==> config.mk <==
export PLATFORM = sky130hd
export DESIGN_NAME = button_duty_ctrl
export DESIGN_NICKNAME = d
export VERILOG_FILES = /design/src/rtl/button_duty_ctrl.sv
export SDC_FILE = /design/constraint.sdc
export NUM_CORES = 1
export LEC_CHECK = 0
export BUFFER_PORTS_ARGS = -buffer_cell sky130_fd_sc_hd__buf_2
export CAP_MARGIN = 30
export CORE_MARGIN = 1
export CORE_UTILIZATION = 60
export DETAILED_ROUTE_END_ITERATION = 7
export GPL_TIMING_DRIVEN = 0
export PLACE_DENSITY = 0.77
export SLEW_MARGIN = 25
export SYNTH_ARGS = -nofsm -noshare
export SYNTH_HDL_FRONTEND = slang
export SYNTH_SLANG_ARGS = --single-unit
==> constraint.sdc <==
create_clock -name clk -period 4.8 [get_ports clk]
set_input_delay 0 -clock clk [delete_from_list [all_inputs] [get_ports clk]]
set_output_delay 0 -clock clk [all_outputs]
set_load 0.01 [all_outputs]
==> src/rtl/button_duty_ctrl.sv <==
// Push-button front end: synchronizes and debounces four active-low buttons and
// turns them into saturating, auto-repeating steps on an 8-bit duty command.
module button_duty_ctrl #(
  parameter int unsigned DEBOUNCE_CYCLES = 500000,
  parameter int unsigned REPEAT_DELAY    = 25000000,
  parameter int unsigned REPEAT_RATE     = 5000000,
  parameter int unsigned DUTY_MAX        = 100
) (
  input  logic       clk,
  input  logic       reset,
  input  logic       inc_n,
  input  logic       inc10_n,
  input  logic       dec_n,
  input  logic       dec10_n,
  output logic [7:0] duty,
  output logic       step_pulse,
  output logic       sat
);

  localparam int unsigned DB_W    = $clog2(DEBOUNCE_CYCLES + 1);
  localparam int unsigned TMR_MAX = (REPEAT_DELAY > REPEAT_RATE) ? REPEAT_DELAY : REPEAT_RATE;
  localparam int unsigned TMR_W   = $clog2(TMR_MAX + 1);

  localparam logic [DB_W-1:0]  DB_LAST    = DB_W'(DEBOUNCE_CYCLES - 1);
  localparam logic [TMR_W-1:0] DELAY_LAST = TMR_W'(REPEAT_DELAY - 1);
  localparam logic [TMR_W-1:0] RATE_LAST  = TMR_W'(REPEAT_RATE - 1);
  localparam logic [8:0]       DUTY_LIM   = 9'(DUTY_MAX);

  typedef enum logic [1:0] {IDLE, HOLD, REPEAT, LOCK} state_t;

  // Bit order: [0] +1, [1] +10, [2] -1, [3] -10
  logic [3:0] btn_n;
  logic [3:0] pressed;
  assign btn_n = {dec10_n, dec_n, inc10_n, inc_n};

  for (genvar gi = 0; gi < 4; gi++) begin : g_btn
    logic            sync1_q;
    logic            sync2_q;
    logic            level_q;
    logic [DB_W-1:0] db_cnt_q;

    // The counter measures how long the synced sample has disagreed with the accepted level.
    always_ff @(posedge clk or negedge reset) begin
      if (!reset) begin
        sync1_q  <= 1'b1;
        sync2_q  <= 1'b1;
        level_q  <= 1'b1;
        db_cnt_q <= '0;
      end else begin
        sync1_q <= btn_n[gi];
        sync2_q <= sync1_q;
        if (sync2_q == level_q) begin
          db_cnt_q <= '0;
        end else if (db_cnt_q == DB_LAST) begin
          level_q  <= sync2_q;
          db_cnt_q <= '0;
        end else begin
          db_cnt_q <= db_cnt_q + 1'b1;
        end
      end
    end

    assign pressed[gi] = ~level_q;
  end

  function automatic logic [7:0] stepped(input logic [7:0] cur_duty, input logic [3:0] sel);
    logic [8:0] cur;
    logic [8:0] mag;
    logic [8:0] res;
    cur = {1'b0, cur_duty};
    mag = 9'd0;
    res = cur;
    if (sel[0] || sel[1]) begin
      mag = sel[1] ? 9'd10 : 9'd1;
      res = ((cur + mag) > DUTY_LIM) ? DUTY_LIM : (cur + mag);
    end else if (sel[2] || sel[3]) begin
      mag = sel[3] ? 9'd10 : 9'd1;
      res = (cur < mag) ? 9'd0 : (cur - mag);
    end
    return res[7:0];
  endfunction

  state_t           state_q;
  logic [3:0]       latched_q;
  logic [TMR_W-1:0] timer_q;
  logic [7:0]       duty_q;
  logic             step_pulse_q;
  logic             sat_q;

  logic [2:0] press_cnt;
  logic       one_pressed;
  logic       many_pressed;
  logic       hold_ok;
  logic       take_step;
  logic [7:0] step_duty_d;

  assign press_cnt    = 3'(pressed[0]) + 3'(pressed[1]) + 3'(pressed[2]) + 3'(pressed[3]);
  assign one_pressed  = (press_cnt == 3'd1);
  assign many_pressed = (press_cnt > 3'd1);
  assign hold_ok      = one_pressed && (pressed == latched_q);
  assign step_duty_d  = stepped(duty_q, (state_q == IDLE) ? pressed : latched_q);

  always_comb begin
    take_step = 1'b0;
    case (state_q)
      IDLE:    take_step = one_pressed;
      HOLD:    take_step = hold_ok && (timer_q == DELAY_LAST);
      REPEAT:  take_step = hold_ok && (timer_q == RATE_LAST);
      default: take_step = 1'b0;
    endcase
  end

  always_ff @(posedge clk or negedge reset) begin
    if (!reset) begin
      state_q      <= IDLE;
      latched_q    <= '0;
      timer_q      <= '0;
      duty_q       <= 8'd0;
      step_pulse_q <= 1'b0;
      sat_q        <= 1'b1;
    end else begin
      step_pulse_q <= 1'b0;
      if (take_step) begin
        duty_q       <= step_duty_d;
        step_pulse_q <= (step_duty_d != duty_q);
        sat_q        <= (step_duty_d == 8'd0) || (step_duty_d == DUTY_LIM[7:0]);
      end
      case (state_q)
        IDLE: begin
          if (one_pressed) begin
            state_q   <= HOLD;
            latched_q <= pressed;
            timer_q   <= '0;
          end else if (many_pressed) begin
            state_q <= LOCK;
          end
        end
        HOLD, REPEAT: begin
          // A different lone button re-enters IDLE so it starts its own press cleanly.
          if (press_cnt == 3'd0) begin
            state_q <= IDLE;
          end else if (many_pressed) begin
            state_q <= LOCK;
          end else if (!hold_ok) begin
            state_q <= IDLE;
          end else if (take_step) begin
            state_q <= REPEAT;
            timer_q <= '0;
          end else begin
            timer_q <= timer_q + 1'b1;
          end
        end
        default: begin
          if (press_cnt == 3'd0) state_q <= IDLE;
        end
      endcase
    end
  end

  assign duty       = duty_q;
  assign step_pulse = step_pulse_q;
  assign sat        = sat_q;

endmodule
# == Yosys cells after proc, flatten, opt, wreduce, memory -nomap -nowiden ==
# Cells that the tools add are included.
# Widths: inputs -> output; s select.
# op_classes
addsub,10
magnitude_cmp,3
eq_ne,22
mux,31
bitwise,8
n_reduce_logical,19
# ops
op,n
$mux 19,8
$mux 25,5
$add 19x1->19 const B,4
$eq 19x19->1 const B,4
$pmux 25 s2,1
$mux 8,4
$add 25x1->25 const B,1
$eq 25x23->1 const B,1
$eq 25x25->1 const B,1
$mux 2,7
$mux 4,3
$reduce_and 2->1,5
$add 8x4->9,1
$gt 9x7->1 const B,1
$eq 8x7->1 const B,1
$logic_not 8->1,1
$lt 8x4->1,1
$ne 2x2->1 const B,4
$ne 8x8->1,1
$not 1->1,8
$sub 8x4->8,1
$ne 5x5->1 const B,1
$reduce_and 5->1,1
$eq 1x1->1,4
20 further kinds,24
# totals
ff_bits,129
input_bits,6
out_inout_bits,10

# == Logic depth before layout (Yosys ltp) ==
# logic_depth
word_depth,13
mapped_depth,16
depth_no_buf,15

# == Least setup slack after synthesis ==
# OpenSTA, ideal clock, no wires.
# synth_timing
path_kind,register to register
start,register state_q[0]
end,"register sat_q, in the netlist sat"
setup_ns,0.097
arrival_time_ns,3.612
t_required_ns,4.703
slack_ns,1.091
path_stages_with_launch,17
cell_sequence,dfrtp_1 > inv_1 > ha_1 > buf_4 > inv_1 > mux2i_1 > ha_1 > inv_1 > fa_1 > o21ai_0 > nand4b_1 > nor4_1 > nor3_1 > a221o_1 > nor2_1 > mux2i_1 > o41ai_2
# synth_via
elab_chain_len,9
# synth_rtl
item,line,rtl
"start, declared",83,state_t state_q;
"start signal, assigned",115,state_q <= IDLE;
"start signal, assigned",131,state_q <= HOLD;
"start signal, assigned",135,state_q <= LOCK;
$logic_not 2->1,"101, 105",
$mux 4,101,"assign step_duty_d = stepped(duty_q, (state_q == IDLE) ? pressed : latched_q);"
$mux 4 (on tied branches),"74, 77",
$add 8x4->9 (tied with other cells),75,res = ((cur + mag) > DUTY_LIM) ? DUTY_LIM : (cur + mag);
$gt 9x7->1 or $mux 8 (tied branches),"75, 78",
$mux 8 (on tied branches),"75, 76",
$mux 8,73,if (sel[0] || sel[1]) begin
$eq 8x7->1 or $logic_not 8->1 (tied branches),126,sat_q <= (step_duty_d == 8'd0) || (step_duty_d == DUTY_LIM[7:0]);
$logic_or 1x1->1,126,
"end signal, assigned",126,
"end, declared",88,logic sat_q;
# Several ways; a longest one is shown, not always the timed one.
# A chain may end at the register's enable or synchronous reset.

# == Worst setup path after layout ==
# layout_timing
start,register state_q[1]
end,"register sat_q, in the netlist sat"
# The elaborated chain is that of the path after synthesis.

==> out/qor.txt <==
most used cell along the critical path = inv_1
CTS tree = done
via count = 6097
ys flop type = dfrtp_1
RSZ-0062 raised after global routing = no
Seq cells post-synth = 129
FILL cells = 925
Setup TNS Final = 0 ps
Clk pin slew, worst setup/hold paths = 60 ps
initial drt markers = 520
Detailed Place HPWL = 11400 µm
f_max = 0.229 GHz
Multi-input gate area = 3860 µm²
final setup violation count = 0
buffers added on ports = 15
postcts setup bufs = 0
RePlAce Congestion = 0.896
Rows = 39
initial antenna violation count = 0
share of cells above drive strength 1 = 10.5%
cells after synthesis = 814
sequential cell area fraction in the yosys report = 44.4%
Final Core Density = 70.4%
Area after DPL = 7600 µm²
H-tree depth = 4
total CTS buffers = 17
clock tree buffer depth = 2
first-pass GRT wire length = 28200 µm
storage element area = 3240 µm²
CP cell instances = inv_1, ha_1, buf_4, inv_1, mux2i_2, ha_1, inv_1, fa_1, o21ai_1, nand4b_1, nor4_1, nor3_1, a221o_1, nor2_1, mux2i_1, o41ai_2
core area = 11700 µm²
routed wire length = 16300 µm
DRC = 0
Avg WL per Cell = 16.1 µm
pwr dens = 291 nW/µm²
vias in the first global route = 5954
Die W = 112 µm
Tot GR Track Use = 28.1%
static leakage = 3.57 nW
cell taking the most area after synthesis = dfrtp_1
clock sinks = 129
ANT nets after route = 0
Slew Viols, Final = 0
Slew @ Worst Pin = 671 ps
post-synth cell types = 73
Peak supply drop = 0.280 mV
I/O Pins = 16
R2R Path Start = state_q[1]$_DFFE_PN0P_
Final min period = 4370 ps
final instance area = 8210 µm²
crit path kind = reg -> reg
critical path depth = 16
Post-synth ARST share = 100%
Ys Warns = 0
Max stage delay cell, worst path = nor4_1
most common cell after layout, fill and taps aside = nor2_1
Fin. Hold Viols = 0
Critical Path Max Stage Delay = 460 ps
die height = 112 µm
syn_area_per_cell = 8.98 µm²
crit path launch = state_q[1]$_DFFE_PN0P_
initial cell density of the core = 62.7%
startpoint types = register
DR pass1 iterations = 7
area delta synth->final = 12.4%
Nets = 878
status = finished clean
Synth Net Count = 838
Fin Clk Skew = 7.71 ps
Worst slew margin = 54.8%
dominant cells by area after synthesis = dfrtp_1, xor2_1, nor2_1, dfstp_2, nand2_1
Clock Latency Late Sink = 430 ps
DIE AREA = 12600 µm²
post-synth top area share = 39.7%
critical path capture point type = register
Diodes inserted = 0
critical path arrival = 4700 ps
Hold Crit Class = in -> async
Worst R2R Path Depth = 16
Top delay family on crit path = compound AO/OA/AOI/OAI gates
top fanout value on the critical path = 10
period utilization = 91.0%
cell area after synthesis = 7310 µm²
critical path required time = 5130 ps
via/cell ratio = 6.04
CTS root buf = clkbuf_16
commonest cells after routing, fill and taps aside = nor2_1, dfrtp_1, nand2_1, xor2_1, nand3_1
largest net degree at the start of global routing = 99
EDFF count, synth = 0
Buf+Inv Stages, Crit Path = 4
maxcap violations = 0
grt total ovfl = 0
-- cells in the mapped netlist (7+ instances only) --
| library cell | count |
|---|---|
| nor2_1 | 125 |
| dfrtp_1 | 116 |
| nand2_1 | 86 |
| xor2_1 | 56 |
| nand3_1 | 48 |
| o21ai_0 | 45 |
| a21oi_1 | 36 |
| xnor2_1 | 30 |
| inv_1 | 25 |
| and3_1 | 22 |
| nor3_1 | 18 |
| clkbuf_1 | 17 |
| nand4_1 | 16 |
| or3_1 | 16 |
| ha_1 | 15 |
| dfstp_2 | 13 |
| nor4_1 | 11 |
| or2_2 | 7 |
-- cell type report --
cell class	instances	share of cell area, %
plain buffers	26	1.40
clock buffers	24	5.86
clock inverters	8	0.944
inverters	26	1.19
multi-input cells	633	46.9
flip-flops and latches	129	39.5
well taps	143	2.18
repair buffers	21	1.98
-- stage by stage --
stage	hold slack, ps	setup WS (ps)	power, mW	cells
final	22.5	434	2.39	1010
after global routing	42.1	110	2.46	1010
after CTS	18.2	136	2.42	1010
after global placement	114	380	1.18	972
after floorplan	-296	1090	1.15	814
after detailed placement	-121	171	1.19	973
-- registers in the layout (all words and copies together) (netlist names), 2 cells and up --
name / flops
state_q: 2
g_btn.level_q: 4
timer_q: 25
g_btn.sync1_q: 4
latched_q: 4
g_btn.sync2_q: 4
g_btn.db_cnt_q: 76
duty: 8
-- metal layers --
layer	vias to the layer above	wire (µm)	global-route usage, %
li1	2921	-	-
met1	2980	7270	36.6
met2	169	8020	46.1
met3	27	645	5.08
met4	0	346	12.8
met5	-	0	0
-- cell families (layout without fill, tap and decap cells) --
logic type	after synthesis	count (layout)	synth area share (%)
adders and majority gates	18	18	3.39
DFF	129	129	44.4
buffers and inverters	52	105	2.91
AOI/OAI and AO/OA	128	128	11.6
muxes	8	8	1.18
and+or+nand+nor	393	393	26.3
xor gates and xnor gates	86	86	10.3
-- where the power goes --
group          leakage, nW  internal, mW  switching, mW
logic                 1.56        0.0187         0.0411
registers             1.74          1.10         0.0108
clock network        0.271         0.752          0.468
total                 3.57          1.87          0.520
-- final timing paths --
kind,end,slack (ps)
max,sat$_DFFE_PN1P_,430
min,timer_q[23]$_DFFE_PN0P_,20
max reg2reg,sat$_DFFE_PN1P_,430
min reg2reg,g_btn[3].sync2_q$_DFF_PN1_,350
max in group asynchronous,g_btn[3].sync1_q$_DFF_PN1_,4040
min in group clk,g_btn[1].sync1_q$_DFF_PN1_,230
-- repair_timing --
action	4_1_cts	5_1_grt
hold endpoints to repair	121	0
hold buffers	5	0
resized for setup	0	2
setup endpoints to repair	0	1
No activity file was read; power rests on OpenSTA's default activity.
